==> config.mk <==
export PLATFORM = sky130hd
export DESIGN_NAME = mem_arbiter
export DESIGN_NICKNAME = d
export VERILOG_FILES = /design/src/rtl/mem_if_pkg.sv /design/src/rtl/rr_picker.sv /design/src/rtl/mem_arbiter.sv
export SDC_FILE = /design/constraint.sdc
export NUM_CORES = 1
export LEC_CHECK = 0
export CORE_ASPECT_RATIO = 1.75
export CORE_MARGIN = 5
export CORE_UTILIZATION = 45
export DETAILED_ROUTE_END_ITERATION = 10
export GPL_TIMING_DRIVEN = 1
export PLACE_DENSITY = 0.85
export SYNTH_ARGS = -nofsm -noshare
export SYNTH_HDL_FRONTEND = slang
export SYNTH_SLANG_ARGS = --single-unit
==> constraint.sdc <==
create_clock -name clk -period 1.9 [get_ports clk]
set_clock_uncertainty 0.05 [all_clocks]
set_input_delay 0.38 -clock clk [delete_from_list [all_inputs] [get_ports clk]]
set_output_delay 0.38 -clock clk [all_outputs]
set_load 0.03 [all_outputs]
==> src/rtl/mem_if_pkg.sv <==
// Shared definitions for the DDR request arbiter: bus widths, error-flag bit
// positions, FSM encoding and the round-robin index helper.
package mem_if_pkg;

  localparam int unsigned ADDR_W = 32;
  localparam int unsigned DATA_W = 8;
  localparam int unsigned ERR_W  = 3;

  // Bit positions within the sticky err vector {timeout, spurious_resp, overrun}
  localparam int unsigned ERR_OVERRUN  = 0;
  localparam int unsigned ERR_SPURIOUS = 1;
  localparam int unsigned ERR_TIMEOUT  = 2;

  typedef enum logic [0:0] {
    StIdle = 1'b0,
    StWait = 1'b1
  } arb_state_e;

  // Requester index visited at position 'offset' of a round-robin scan from 'ptr'
  function automatic int unsigned rr_index(input int unsigned ptr, input int unsigned offset,
                                           input int unsigned n);
    return (ptr + offset) % n;
  endfunction

endpackage

==> src/rtl/rr_picker.sv <==
// Round-robin selector: picks the first pending requester at or after the
// pointer, wrapping around. Purely combinational.
module rr_picker
  import mem_if_pkg::*;
#(
  parameter int unsigned NUM_REQ = 2
) (
  input  logic [NUM_REQ-1:0]                               i_pending,
  input  logic [((NUM_REQ > 1) ? $clog2(NUM_REQ) : 1)-1:0] i_rr_ptr,
  output logic [((NUM_REQ > 1) ? $clog2(NUM_REQ) : 1)-1:0] o_grant,
  output logic                                             o_any_pending
);

  localparam int unsigned IDX_W = (NUM_REQ > 1) ? $clog2(NUM_REQ) : 1;

  // Scan from the far end back toward the pointer so the closest hit wins last
  always_comb begin
    o_grant       = '0;
    o_any_pending = |i_pending;
    for (int k = NUM_REQ - 1; k >= 0; k--) begin
      if (i_pending[IDX_W'(rr_index(32'(i_rr_ptr), k, NUM_REQ))]) begin
        o_grant = IDX_W'(rr_index(32'(i_rr_ptr), k, NUM_REQ));
      end
    end
  end

endmodule

==> src/rtl/mem_arbiter.sv <==
// Shares one DDR request/response channel between NUM_REQ requesters.
// Requests are latched per requester, granted round-robin, and exactly one
// request is outstanding at a time; a WAIT timeout forces completion.
module mem_arbiter
  import mem_if_pkg::*;
#(
  parameter int unsigned NUM_REQ        = 2,
  parameter int unsigned TIMEOUT_CYCLES = 1024
) (
  input  logic                        clk,
  input  logic                        rst_n,
  input  logic [NUM_REQ-1:0]          req_valid,
  input  logic [NUM_REQ-1:0]          req_write,
  input  logic [NUM_REQ*ADDR_W-1:0]   req_addr,
  input  logic [NUM_REQ*DATA_W-1:0]   req_wdata,
  output logic [NUM_REQ-1:0]          resp_valid,
  output logic [DATA_W-1:0]           resp_data,
  output logic                        mem_req_valid,
  output logic                        mem_req_write,
  output logic [ADDR_W-1:0]           mem_req_addr,
  output logic [DATA_W-1:0]           mem_req_wdata,
  input  logic                        mem_resp_valid,
  input  logic [DATA_W-1:0]           mem_resp_data,
  output logic [ERR_W-1:0]            err
);

  localparam int unsigned IDX_W = (NUM_REQ > 1) ? $clog2(NUM_REQ) : 1;
  localparam int unsigned CNT_W = $clog2(TIMEOUT_CYCLES + 1);

  arb_state_e          r_state, w_state_d;

  logic [NUM_REQ-1:0]  r_pending, w_pending_d;
  logic [NUM_REQ-1:0]  w_accept;
  logic                w_overrun;
  logic [ADDR_W-1:0]   r_addr  [NUM_REQ];
  logic [DATA_W-1:0]   r_wdata [NUM_REQ];
  logic [NUM_REQ-1:0]  r_write;

  logic [IDX_W-1:0]    r_rr_ptr, w_rr_next;
  logic [IDX_W-1:0]    r_grant, w_grant;
  logic                w_any_pending;
  logic [CNT_W-1:0]    r_cnt;

  logic                w_issue, w_complete, w_timeout, w_spurious;

  logic                r_mem_req_valid;
  logic                r_mem_req_write;
  logic [ADDR_W-1:0]   r_mem_req_addr;
  logic [DATA_W-1:0]   r_mem_req_wdata;
  logic [NUM_REQ-1:0]  r_resp_valid;
  logic [DATA_W-1:0]   r_resp_data;
  logic [ERR_W-1:0]    r_err;

  rr_picker #(
    .NUM_REQ (NUM_REQ)
  ) u_rr_picker (
    .i_pending     (r_pending),
    .i_rr_ptr      (r_rr_ptr),
    .o_grant       (w_grant),
    .o_any_pending (w_any_pending)
  );

  // FSM next state and the issue/complete/timeout/spurious strobes
  always_comb begin
    w_state_d  = r_state;
    w_issue    = 1'b0;
    w_complete = 1'b0;
    w_timeout  = 1'b0;
    w_spurious = 1'b0;
    case (r_state)
      StIdle: begin
        w_spurious = mem_resp_valid;
        if (w_any_pending) begin
          w_issue   = 1'b1;
          w_state_d = StWait;
        end
      end
      StWait: begin
        if (mem_resp_valid) begin
          w_complete = 1'b1;
        end else if (r_cnt == CNT_W'(TIMEOUT_CYCLES - 1)) begin
          // Registered response lands exactly TIMEOUT_CYCLES after WAIT entry
          w_complete = 1'b1;
          w_timeout  = 1'b1;
        end
        if (w_complete) begin
          w_state_d = StIdle;
        end
      end
      default: w_state_d = StIdle;
    endcase
  end

  // State register
  always_ff @(posedge clk or negedge rst_n) begin
    if (!rst_n) begin
      r_state <= StIdle;
    end else begin
      r_state <= w_state_d;
    end
  end

  // Pending next state: a new pulse is taken unless its slot is still busy
  always_comb begin
    w_pending_d = r_pending;
    w_accept    = '0;
    w_overrun   = 1'b0;
    if (w_complete) begin
      w_pending_d[r_grant] = 1'b0;
    end
    for (int i = 0; i < NUM_REQ; i++) begin
      if (req_valid[i]) begin
        if (!r_pending[i] || (w_complete && (r_grant == IDX_W'(i)))) begin
          w_pending_d[i] = 1'b1;
          w_accept[i]    = 1'b1;
        end else begin
          w_overrun = 1'b1;
        end
      end
    end
  end

  // Per-requester capture of pending flag and request fields
  always_ff @(posedge clk or negedge rst_n) begin
    if (!rst_n) begin
      r_pending <= '0;
      r_write   <= '0;
      for (int i = 0; i < NUM_REQ; i++) begin
        r_addr[i]  <= '0;
        r_wdata[i] <= '0;
      end
    end else begin
      r_pending <= w_pending_d;
      for (int i = 0; i < NUM_REQ; i++) begin
        if (w_accept[i]) begin
          r_addr[i]  <= req_addr[i*ADDR_W +: ADDR_W];
          r_wdata[i] <= req_wdata[i*DATA_W +: DATA_W];
          r_write[i] <= req_write[i];
        end
      end
    end
  end

  // Registered DDR request; fields hold between issues
  always_ff @(posedge clk or negedge rst_n) begin
    if (!rst_n) begin
      r_mem_req_valid <= 1'b0;
      r_mem_req_write <= 1'b0;
      r_mem_req_addr  <= '0;
      r_mem_req_wdata <= '0;
      r_grant         <= '0;
    end else begin
      r_mem_req_valid <= w_issue;
      if (w_issue) begin
        r_mem_req_write <= r_write[w_grant];
        r_mem_req_addr  <= r_addr[w_grant];
        r_mem_req_wdata <= r_wdata[w_grant];
        r_grant         <= w_grant;
      end
    end
  end

  // WAIT cycle counter, cleared on the issue that enters WAIT
  always_ff @(posedge clk or negedge rst_n) begin
    if (!rst_n) begin
      r_cnt <= '0;
    end else if (w_issue) begin
      r_cnt <= '0;
    end else if ((r_state == StWait) && !w_complete) begin
      r_cnt <= r_cnt + 1'b1;
    end
  end

  assign w_rr_next = (r_grant == IDX_W'(NUM_REQ - 1)) ? '0 : r_grant + 1'b1;

  // Completion pulse to the granted requester and round-robin advance
  always_ff @(posedge clk or negedge rst_n) begin
    if (!rst_n) begin
      r_resp_valid <= '0;
      r_resp_data  <= '0;
      r_rr_ptr     <= '0;
    end else begin
      r_resp_valid <= '0;
      r_resp_data  <= '0;
      if (w_complete) begin
        r_resp_valid[r_grant] <= 1'b1;
        r_resp_data           <= w_timeout ? '0 : mem_resp_data;
        r_rr_ptr              <= w_rr_next;
      end
    end
  end

  // Sticky error flags
  always_ff @(posedge clk or negedge rst_n) begin
    if (!rst_n) begin
      r_err <= '0;
    end else begin
      if (w_overrun)  r_err[ERR_OVERRUN]  <= 1'b1;
      if (w_spurious) r_err[ERR_SPURIOUS] <= 1'b1;
      if (w_timeout)  r_err[ERR_TIMEOUT]  <= 1'b1;
    end
  end

  assign mem_req_valid = r_mem_req_valid;
  assign mem_req_write = r_mem_req_write;
  assign mem_req_addr  = r_mem_req_addr;
  assign mem_req_wdata = r_mem_req_wdata;
  assign resp_valid    = r_resp_valid;
  assign resp_data     = r_resp_data;
  assign err           = r_err;

endmodule

# --- Yosys cells after proc, flatten, opt, wreduce, memory -nomap -nowiden ---
# Index checks and enable logic that the tools add are counted.
totals:
  out_inout_bits: 55
  word_cells: 92
  reg_bits: 153
  inputBits: 95
classes:
  muxes: 46
  eq_ne: 1
  n_addsub: 3
  order_cmp: 6
  bitwise_logic: 5
  n_reduce_logical: 11
op_table:
  columns: ["cell", "n"]
  rows:
  - ["$mux W32", 3]
  - ["$mux W8", 5]
  - ["$mux W1", 32]
  - ["$mux W11", 2]
  - ["$add A11 B1 Y11 const B", 1]
  - ["$eq A11 B10 Y1 const B", 1]
  - ["$lt A1 B2 Y1 const B", 4]
  - ["$logic_and A1 B1 Y1", 4]
  - ["$mux W2", 2]
  - ["$logic_not A1 Y1", 3]
  - ["$add A1 B1 Y1 const B", 2]
  - ["$and A2 B2 Y2", 1]
  - ["$ge A2 B2 Y1 const B", 1]
  - ["$logic_or A1 B1 Y1", 2]
  - ["$not A1 Y1", 2]
  - ["$not A1 Y2", 1]
  - ["$not A2 Y2", 1]
  - ["$pmux W1 S2", 1]
  - ["$reduce_bool A2 Y1", 1]
  - ["$reduce_or A2 Y1", 1]
  - ["$demux W1 S1", 1]
  - ["$ge A1 B1 Y1 const B", 1]

# --- Depth between registers and ports, before layout ---
# Gate-level depths: netlist of run 1.
logic_depth:
  word_depth: 11
  depth_mapped: 6

# --- By module ---
# From an unflattened synthesis of run 1, not the netlist that was laid out.
unflattened:
  cells_unflattened: 468
  hier_area_um2: 6153.4
modules_own_cells:
  columns: ["module", "n_inst", "area_each_um2", "seq_area_each_um2", "cells_per_inst"]
  rows:
  - ["mem_arbiter", 1, 6135.9, 3828.7, 465]
  - ["rr_picker", 1, 17.5, 0.0, 3]

# --- Least setup slack after synthesis of run 1 ---
# Ideal clock, no wire load.
synth_timing:
  path_kind: "flip-flop to flip-flop"
  from: "reg r_cnt[0]"
  to: "reg r_addr[32] in the netlist's numbering"
  stages_incl_launch_ff: 7
  synth_period_minus_slack_ps: 1789
  path_buffers: 1
  slack_ps: 111
  t_arrival_ps: 1614
  setup_ps: 125
  cell_sequence: "dfrtp_1 > ha_1 > nand3_2 > nor4b_4 > o21ai_2 > buf_6 > mux2_4"
synth_between:
  elab_chain_cells: 9
synth_lines:
  columns: ["item", "line_no", "rtl"]
  rows:
  - ["start: declaration", "mem_arbiter.sv:42", "logic [CNT_W-1:0] r_cnt;"]
  - ["start signal: assignment", "mem_arbiter.sv:170", "r_cnt <= r_cnt + 1'b1;"]
  - ["$eq A11 B10 Y1", "mem_arbiter.sv:81", "end else if (r_cnt == CNT_W'(TIMEOUT_CYCLES - 1)) begin"]
  - ["$mux W1", "mem_arbiter.sv:81", null]
  - ["$mux W1", "mem_arbiter.sv:79", "if (mem_resp_valid) begin"]
  - ["$mux W1 (2 in a row)", "mem_arbiter.sv:70", "case (r_state)"]
  - ["$logic_and A1 B1 Y1", "mem_arbiter.sv:113", "if (!r_pending[i] || (w_complete && (r_grant == IDX_W'(i)))) begin"]
  - ["$logic_or A1 B1 Y1", "mem_arbiter.sv:113", null]
  - ["$mux W1", "mem_arbiter.sv:113", null]
  - ["$mux W1", "mem_arbiter.sv:112", "if (req_valid[i]) begin"]
  - ["end signal: indexed assignment", "mem_arbiter.sv:136", "r_addr[i] <= req_addr[i*ADDR_W +: ADDR_W];"]
  - ["end: declaration", "mem_arbiter.sv:35", "logic [ADDR_W-1:0] r_addr [NUM_REQ];"]
# Every way passes these cells. The select of a mux whose other input is x is not followed.
# A chain may end at the register's enable or synchronous reset.

# --- Worst setup path in the final report of run 1 ---
layout_timing:
  from: "reg r_mem_req_addr[27] (netlist: mem_req_addr[27])"
  to: "out mem_req_addr[27]"
layout_rtl:
  columns: ["item", "line_no", "rtl"]
  rows:
  - ["start: declaration", "mem_arbiter.sv:48", "logic [ADDR_W-1:0] r_mem_req_addr;"]
  - ["start signal: assignment", "mem_arbiter.sv:156", "r_mem_req_addr <= r_addr[w_grant];"]
  - ["end: declaration", "mem_arbiter.sv:20", "output logic [ADDR_W-1:0] mem_req_addr,"]
# No word-level cell between the ends.

==> results of run 1 <==
## area by class of cell
| class | count | area (um^2) | share of cell area |
|---|---|---|---|
| Clock buffer | 17 | 425 | 0.0466 |
| Clock inverter | 15 | 225 | 0.0247 |
| Inverter | 7 | 28.8 | 0.00315 |
| Multi-Input combinational cell | 281 | 2570 | 0.282 |
| Sequential cell | 153 | 3830 | 0.420 |
| Tap cell | 180 | 225 | 0.0247 |
| Timing Repair Buffer | 172 | 1820 | 0.199 |
## logic make-up after synthesis
| family | share of synthesized area |
|---|---|
| xor+xnor | 0.00134 |
| buf+inv | 0.0287 |
| compound gates | 0.0573 |
| simple gates | 0.0694 |
| mux | 0.255 |
| fa+ha+maj | 0.00192 |
| flops | 0.586 |
## timing repair
item                                   in CTS  in global routing
pin swaps                                   2                  1
setup endpoints to repair                  77                 64
hold buffers                                1                  0
buffers inserted                            1                  0
gates resized for setup                    22                 23
endpoints found under the hold margin      33                  0
## power groups by stage
stage	registers [mW]	clock network (mW)	logic, mW
2_1_floorplan	6.30	0	3.40
3_5_place_dp	5.63	0	6.48
6_report	5.59	3.73	6.27
4_1_cts	5.60	3.80	6.37
3_3_place_gp	5.58	0	6.24
5_1_grt	5.78	3.94	6.70
## path summary, 6_finish.rpt
check	from	end	slack (ns)
max	mem_req_addr[27]	mem_req_addr[27]	0.04
min	rst_n	mem_req_wdata[1]	0.39
max reg2reg	r_cnt[10]	r_addr[46]	0.07
min reg2reg	err[1]	err[1]	0.40
max in group asynchronous	rst_n	r_addr[6]	0.76
min in group clk	err[1]	err[1]	0.40
## layer usage
| layer | GRT usage | vias up | part of all wire |
|---|---|---|---|
| li1 | - | 1973 | - |
| met1 | 0.218 | 2185 | 0.38 |
| met2 | 0.330 | 139 | 0.55 |
| met3 | 0.0370 | 29 | 0.044 |
| met4 | 0.0874 | 0 | 0.030 |
| met5 | 0 | - | 0 |
## sequential cells by signal, indices dropped and copies added, names as in the netlist
name and cells:
mem_req_write 1, mem_req_valid 1, r_cnt 11, r_grant 1, resp_data 8, r_write 2, r_rr_ptr 1, mem_req_addr 32
r_pending 2, mem_req_wdata 8, err 3, r_addr 64, r_state 1, resp_valid 2, r_wdata 16
## placed cells by master, fill, tap and decap left out, types with 2 or more instances in the layout
master | netlist | routed
or4_1 | 3 | 3
or2_2 | 2 | 2
nand3_4 | 0 | 2
buf_12 | 0 | 10
o21ai_1 | 4 | 2
o21ai_0 | 44 | 44
dfrtp_1 | 153 | 153
nor2_1 | 6 | 6
inv_1 | 6 | 6
mux2i_1 | 44 | 44
inv_8 | 0 | 4
bufinv_16 | 0 | 4
nand2_1 | 48 | 48
and3_1 | 11 | 11
mux2_2 | 2 | 2
nor3_1 | 3 | 3
nand3_1 | 2 | 2
o21ai_4 | 0 | 4
clkbuf_16 | 0 | 17
mux2_4 | 80 | 80
inv_6 | 0 | 6
dlygate4sd2_1 | 0 | 21
buf_4 | 0 | 12
a21oi_1 | 6 | 6
a21o_1 | 3 | 3
dlymetal6s2s_1 | 0 | 20
nor2b_1 | 2 | 2
clkdlybuf4s50_1 | 0 | 107
o31ai_1 | 3 | 3
## per-stage QoR
stage	setup slack, ns	hold WS (ns)
after floorplan	0.111	0.0344
after global placement	-0.194	0.250
after detailed placement	-0.208	0.252
after CTS	0.00150	0.393
after global routing	0.000802	0.399
final	0.0442	0.391
==> impl_metrics.xml, run 1 <==
<?xml version="1.0" encoding="UTF-8"?>
<metrics>
  <group name="yosys">
    <metric name="synth_top_area_frac" unit="">0.586</metric>
    <metric name="synth-seq-cells" unit="">153</metric>
    <metric name="yosysWarnings" unit="">0</metric>
    <metric name="synth_sequential_area_ratio" unit="">0.586</metric>
    <metric name="synth_cell_area" unit="um^2">6530</metric>
    <metric name="synth-main-ff-cell" unit="">dfrtp_1</metric>
    <metric name="synth_cell_type_count" unit="">38</metric>
    <metric name="synth_enable_flop_cells" unit="">0</metric>
    <metric name="synth_most_common_cell" unit="">dfrtp_1</metric>
    <metric name="synth.largest_area_cell" unit="">dfrtp_1</metric>
    <metric name="synth_fp_nets" unit="">562</metric>
    <metric name="synth.area.top_cells" unit="">dfrtp_1 (59%), mux2_4 (18%), mux2i_1 (6.7%)</metric>
    <metric name="synth-async-reset-ratio" unit="">1.00</metric>
    <metric name="ys_top_cells_by_count" unit="">dfrtp_1 (153), mux2_4 (80), nand2_1 (48), mux2i_1 (44), o21ai_0 (44)</metric>
    <metric name="synthesis.instances" unit="">466</metric>
    <metric name="syn-mean-instance-area" unit="um^2">14.0</metric>
  </group>
  <group name="setup_path">
    <metric name="crit_chain" unit="">clkdlybuf4s50_1</metric>
    <metric name="startpoint_type_of_the_worst_setup_path" unit="">flop</metric>
    <metric name="path_max_fanout" unit="">2</metric>
    <metric name="worst_ep_arrival_time" unit="ns">1.43</metric>
    <metric name="endpoint_kind" unit="">primary output</metric>
    <metric name="cp.depth" unit="">1</metric>
    <metric name="timing.critical_path.buf_inv" unit="">1</metric>
    <metric name="cp.required" unit="ns">1.47</metric>
    <metric name="critical-path-top-delay-family" unit="">buffers and inverters</metric>
    <metric name="timing.critical_path.slowest_stage_cell" unit="">clkdlybuf4s50_1</metric>
    <metric name="path_class" unit="">flop to primary output</metric>
    <metric name="longest_individual_stage_delay_on_the_worst_path" unit="ns">0.67</metric>
    <metric name="rr_worst_depth" unit="">5</metric>
  </group>
  <group name="layout">
    <metric name="fillCellCount" unit="">1039</metric>
    <metric name="post_layout_nonfiller_instances" unit="">825</metric>
    <metric name="stdcell_area" unit="um^2">9120</metric>
    <metric name="area_growth_syn_to_layout" unit="%">39.7</metric>
    <metric name="layout.core_utilization" unit="">0.638</metric>
    <metric name="number_of_nets_in_the_final_layout" unit="">728</metric>
    <metric name="drive_gt1_frac" unit="">0.231</metric>
    <metric name="antenna_cells" unit="">0</metric>
  </group>
  <group name="power">
    <metric name="power.switching_fraction" unit="">0.347</metric>
    <metric name="power.internal" unit="mW">10.2</metric>
    <metric name="seq_power_share" unit="">0.359</metric>
    <metric name="cellPowerDensity" unit="nW/um^2">1710</metric>
    <metric name="ir_worst_vdd" unit="mV">0.920</metric>
    <metric name="clockPowerShare" unit="">0.239</metric>
    <metric name="static-leakage-power" unit="nW">4.62</metric>
    <metric name="design_power_total" unit="mW">15.6</metric>
    <metric name="power.switching" unit="mW">5.41</metric>
    <metric name="power_frac_comb" unit="">0.402</metric>
  </group>
  <group name="timing">
    <metric name="setup-violations-final" unit="">0</metric>
    <metric name="tightestPinTransition" unit="ns">0.840</metric>
    <metric name="slew_headroom" unit="">0.438</metric>
    <metric name="min_period" unit="ns">1.86</metric>
    <metric name="grt_setup_unrepaired" unit="">no</metric>
    <metric name="timing_max_transition_violations_final" unit="">0</metric>
    <metric name="final_period_util" unit="">0.977</metric>
    <metric name="final.setup.tns" unit="ns">0</metric>
    <metric name="fmax" unit="MHz">539</metric>
    <metric name="final_hold_viol_count" unit="">0</metric>
  </group>
  <group name="detailed_routing">
    <metric name="drc" unit="">0</metric>
    <metric name="drt_pass_1_iters" unit="">4</metric>
    <metric name="first_iter_violations" unit="">151</metric>
    <metric name="vias" unit="">4326</metric>
    <metric name="viasPerCell" unit="">5.24</metric>
    <metric name="antenna_left" unit="">0</metric>
    <metric name="routedWlPerCell" unit="um">19.0</metric>
    <metric name="routed_wirelength" unit="um">15700</metric>
  </group>
  <group name="floorplan">
    <metric name="floorplan.rows" unit="">58</metric>
    <metric name="initial_core_util" unit="">0.457</metric>
    <metric name="dieHeight" unit="um">169</metric>
    <metric name="core-area" unit="um^2">14300</metric>
    <metric name="die-area" unit="um^2">17100</metric>
    <metric name="floorplan.io_pins" unit="">150</metric>
    <metric name="die_width" unit="um">101</metric>
  </group>
  <group name="placement">
    <metric name="buffer_ports.inserted" unit="">149</metric>
    <metric name="detailed_place_hpwl" unit="um">11100</metric>
    <metric name="postPlaceCellArea" unit="um^2">8410</metric>
    <metric name="gpl.final_weighted_congestion" unit="">0.818</metric>
    <metric name="numPlacedInstances" unit="">791</metric>
  </group>
  <group name="grt">
    <metric name="grt_pass1_vias" unit="">4909</metric>
    <metric name="grt_remaining_overflow" unit="">0</metric>
    <metric name="grt_antenna_before_repair" unit="">0</metric>
    <metric name="grt_pass1_wl" unit="um">25000</metric>
    <metric name="grt_util_overall" unit="">0.188</metric>
    <metric name="grt_max_degree" unit="">64</metric>
  </group>
  <group name="clock_network">
    <metric name="clock_tree.htree_level_count" unit="">4</metric>
    <metric name="max-clock-path-buffers" unit="">2</metric>
    <metric name="insertion_delay" unit="ns">0.41</metric>
    <metric name="cts.sink_count" unit="">153</metric>
    <metric name="cts_tree" unit="">done</metric>
    <metric name="cts_buffer_count" unit="">17</metric>
    <metric name="path_clk_slew" unit="ns">0.06</metric>
    <metric name="cts-root-buf" unit="">clkbuf_16</metric>
  </group>
  <group name="job">
    <metric name="cap_violations" unit="">0</metric>
  </group>
  <group name="run_status">
    <metric name="run_status" unit="">completed</metric>
  </group>
  <group name="hold_path">
    <metric name="timing.hold.worst.class" unit="">input port to async pin</metric>
  </group>
</metrics>
No activity file was read; power rests on OpenSTA's default activity.
==> run 2, diff against run 1 <==
- CORE_MARGIN: 5 -> 2
==> run 2 against run 1 <==
Compared with the run above:
- clock power fell by 7.0%
- core utilization up 0.11 points
- flip-flop and latch count is the same
- via count up 1.5%
- critical path type is now flop to flop
- cell count is 0.85% higher
==> impl_metrics.xml, run 2 (synthesized netlist as in run 1, its figures left out) <==
<?xml version="1.0" encoding="UTF-8"?>
<metrics>
  <group name="detailed_routing">
    <metric name="wirelength_met1" unit="um">5860</metric>
    <metric name="vias" unit="">4390</metric>
    <metric name="wl_met2" unit="um">8630</metric>
    <metric name="routed_wirelength" unit="um">15800</metric>
    <metric name="drt_pass_1_iters" unit="">4</metric>
    <metric name="viasPerCell" unit="">5.28</metric>
    <metric name="met3RoutedLength" unit="um">607</metric>
    <metric name="antenna_left" unit="">0</metric>
    <metric name="first_iter_violations" unit="">284</metric>
    <metric name="drc" unit="">0</metric>
    <metric name="routedWlPerCell" unit="um">18.9</metric>
    <metric name="top_layer" unit="">met4</metric>
  </group>
  <group name="placement">
    <metric name="gpl.final_weighted_congestion" unit="">0.889</metric>
    <metric name="pre_cts_slack" unit="ns">-0.212</metric>
    <metric name="buffer_ports.inserted" unit="">149</metric>
    <metric name="detailed_place_hpwl" unit="um">10900</metric>
  </group>
  <group name="clock_network">
    <metric name="path_clk_slew" unit="ns">0.07</metric>
    <metric name="cts.sink_count" unit="">153</metric>
    <metric name="cts-root-buf" unit="">clkbuf_16</metric>
    <metric name="max-clock-path-buffers" unit="">2</metric>
    <metric name="insertion_delay" unit="ns">0.42</metric>
    <metric name="clock_tree.htree_level_count" unit="">4</metric>
    <metric name="cts_buffer_count" unit="">17</metric>
    <metric name="cts_tree" unit="">done</metric>
  </group>
  <group name="power">
    <metric name="power.switching" unit="mW">5.43</metric>
    <metric name="cellPowerDensity" unit="nW/um^2">1680</metric>
    <metric name="ir_worst_vdd" unit="mV">0.826</metric>
    <metric name="power.switching_fraction" unit="">0.354</metric>
    <metric name="seq_power_share" unit="">0.368</metric>
    <metric name="power.internal" unit="mW">9.90</metric>
    <metric name="clockPowerShare" unit="">0.226</metric>
    <metric name="static-leakage-power" unit="nW">4.62</metric>
    <metric name="design_power_total" unit="mW">15.3</metric>
    <metric name="power_frac_comb" unit="">0.406</metric>
  </group>
  <group name="setup_path">
    <metric name="reg2reg_setup_slack" unit="ns">0.03</metric>
    <metric name="startpoint_type_of_the_worst_setup_path" unit="">flop</metric>
    <metric name="endpoint_kind" unit="">flop</metric>
    <metric name="cp.required" unit="ns">2.15</metric>
    <metric name="path_class" unit="">flop to flop</metric>
    <metric name="path_max_fanout" unit="">17</metric>
    <metric name="launching_point_of_the_worst_reg2reg_path" unit="">r_cnt[0]</metric>
    <metric name="worstReg2RegEnd" unit="">r_wdata[14]</metric>
    <metric name="rr_worst_depth" unit="">6</metric>
    <metric name="worst_ep_arrival_time" unit="ns">2.13</metric>
  </group>
  <group name="timing">
    <metric name="fmax" unit="MHz">534</metric>
    <metric name="grt_setup_unrepaired" unit="">yes</metric>
    <metric name="layout_setup_ws" unit="ns">0.0262</metric>
    <metric name="tightestPinTransition" unit="ns">0.424</metric>
    <metric name="timing_max_transition_violations_final" unit="">0</metric>
    <metric name="final_hold_viol_count" unit="">0</metric>
    <metric name="setup-violations-final" unit="">0</metric>
    <metric name="min_period" unit="ns">1.87</metric>
    <metric name="slew_headroom" unit="">0.717</metric>
    <metric name="final_period_util" unit="">0.986</metric>
  </group>
  <group name="layout">
    <metric name="area_growth_syn_to_layout" unit="%">40.0</metric>
    <metric name="top_register" unit="">r_addr</metric>
    <metric name="number_of_nets_in_the_final_layout" unit="">735</metric>
    <metric name="fillCellCount" unit="">1004</metric>
    <metric name="mostFrequentLayoutCells" unit="">dfrtp_1 (152), clkdlybuf4s50_1 (106), mux2_4 (80)</metric>
    <metric name="multiInputGateArea" unit="um^2">2590</metric>
    <metric name="largest_register_ff_count" unit="">64</metric>
    <metric name="regArea" unit="um^2">3830</metric>
    <metric name="antenna_cells" unit="">0</metric>
    <metric name="most_frequent_standard_cell_in_the_layout_excluding_fill_and_tap_cells" unit="">dfrtp_1</metric>
    <metric name="drive_gt1_frac" unit="">0.244</metric>
    <metric name="layout.core_utilization" unit="">0.639</metric>
  </group>
  <group name="grt">
    <metric name="grt_remaining_overflow" unit="">0</metric>
    <metric name="grt_max_degree" unit="">48</metric>
    <metric name="grt_pass1_vias" unit="">4778</metric>
    <metric name="grt_util_overall" unit="">0.210</metric>
    <metric name="grt_antenna_before_repair" unit="">0</metric>
    <metric name="grt_pass1_wl" unit="um">24700</metric>
  </group>
  <group name="run_status">
    <metric name="run_status" unit="">completed</metric>
  </group>
  <group name="job">
    <metric name="cap_violations" unit="">0</metric>
  </group>
  <group name="floorplan">
    <metric name="floorplan.io_pins" unit="">150</metric>
    <metric name="die_width" unit="um">95.1</metric>
    <metric name="core-area" unit="um^2">14300</metric>
    <metric name="floorplan.rows" unit="">58</metric>
    <metric name="die-area" unit="um^2">15500</metric>
    <metric name="initial_core_util" unit="">0.457</metric>
    <metric name="dieHeight" unit="um">163</metric>
  </group>
  <group name="hold_path">
    <metric name="timing.hold.worst.class" unit="">input port to async pin</metric>
  </group>
</metrics>
[run 2: how the worst max path moves through the flow]
stage	cells after the start	startpoint	endpoint	slack (ns)
3_3_place_gp	6	mem_resp_valid	r_addr[0]	-0.16
6_report	6	r_cnt[0]	r_wdata[14]	0.03
4_1_cts	1	mem_req_addr[7]	mem_req_addr[7]	0.003
3_5_place_dp	6	mem_resp_valid	r_addr[0]	-0.21
5_1_grt	6	r_cnt[0]	r_wdata[14]	-0.03
2_1_floorplan	6	r_cnt[0]	r_addr[32]	0.11
[run 2: per-stage QoR]
stage / setup TNS [ns] / hold WS (ns) / instances / instance area, um^2
after floorplan: 0 / 0.0344 / 466 / 6530
after detailed placement: -13.38 / 0.278 / 795 / 8410
final: 0 / 0.390 / 832 / 9140
after CTS: 0 / 0.402 / 829 / 9020
after global routing: -1.08 / 0.412 / 832 / 9140
after global placement: -10.21 / 0.278 / 795 / 8410
[run 2: worst max-delay path: stages, from the launching register on]
cell,delay [ns]
dfrtp_1,0.40
ha_4,0.17
nand3_4,0.11
nor4b_4,0.38
o21ai_4,0.15
buf_12,0.19
mux2_4,0.30
[run 2: timing repair]
action	4_1_cts	5_1_grt
buffers inserted	1	1
resized for setup	26	24
hold buffers	1	0
hold endpoints to repair	39	0
endpoints found under the setup margin	62	105
pin swaps	2	3
gates cloned	0	2
[run 2: final cells by class]
type                            instances  area share
Clock buffer                           17      0.0465
Clock inverter                         15      0.0198
Inverter                                7     0.00287
Multi-Input combinational cell        281       0.284
Sequential cell                       153       0.419
Tap cell                              180      0.0246
Timing Repair Buffer                  179       0.204
[run 2: power groups by stage]
| stage | clock network [mW] | registers, mW | logic, mW |
|---|---|---|---|
| global placement | 0 | 5.56 | 6.18 |
| finish | 3.47 | 5.63 | 6.23 |
| CTS | 3.53 | 5.62 | 6.27 |
| floorplan | 0 | 6.30 | 3.40 |
| detailed placement | 0 | 5.65 | 6.40 |
| global route | 3.68 | 5.79 | 6.69 |
[run 2: routing by layer]
metal,global-route usage,up-vias
li1,-,1980
met1,0.237,2209
met2,0.370,159
met3,0.0434,42
met4,0.107,0
met5,0,-
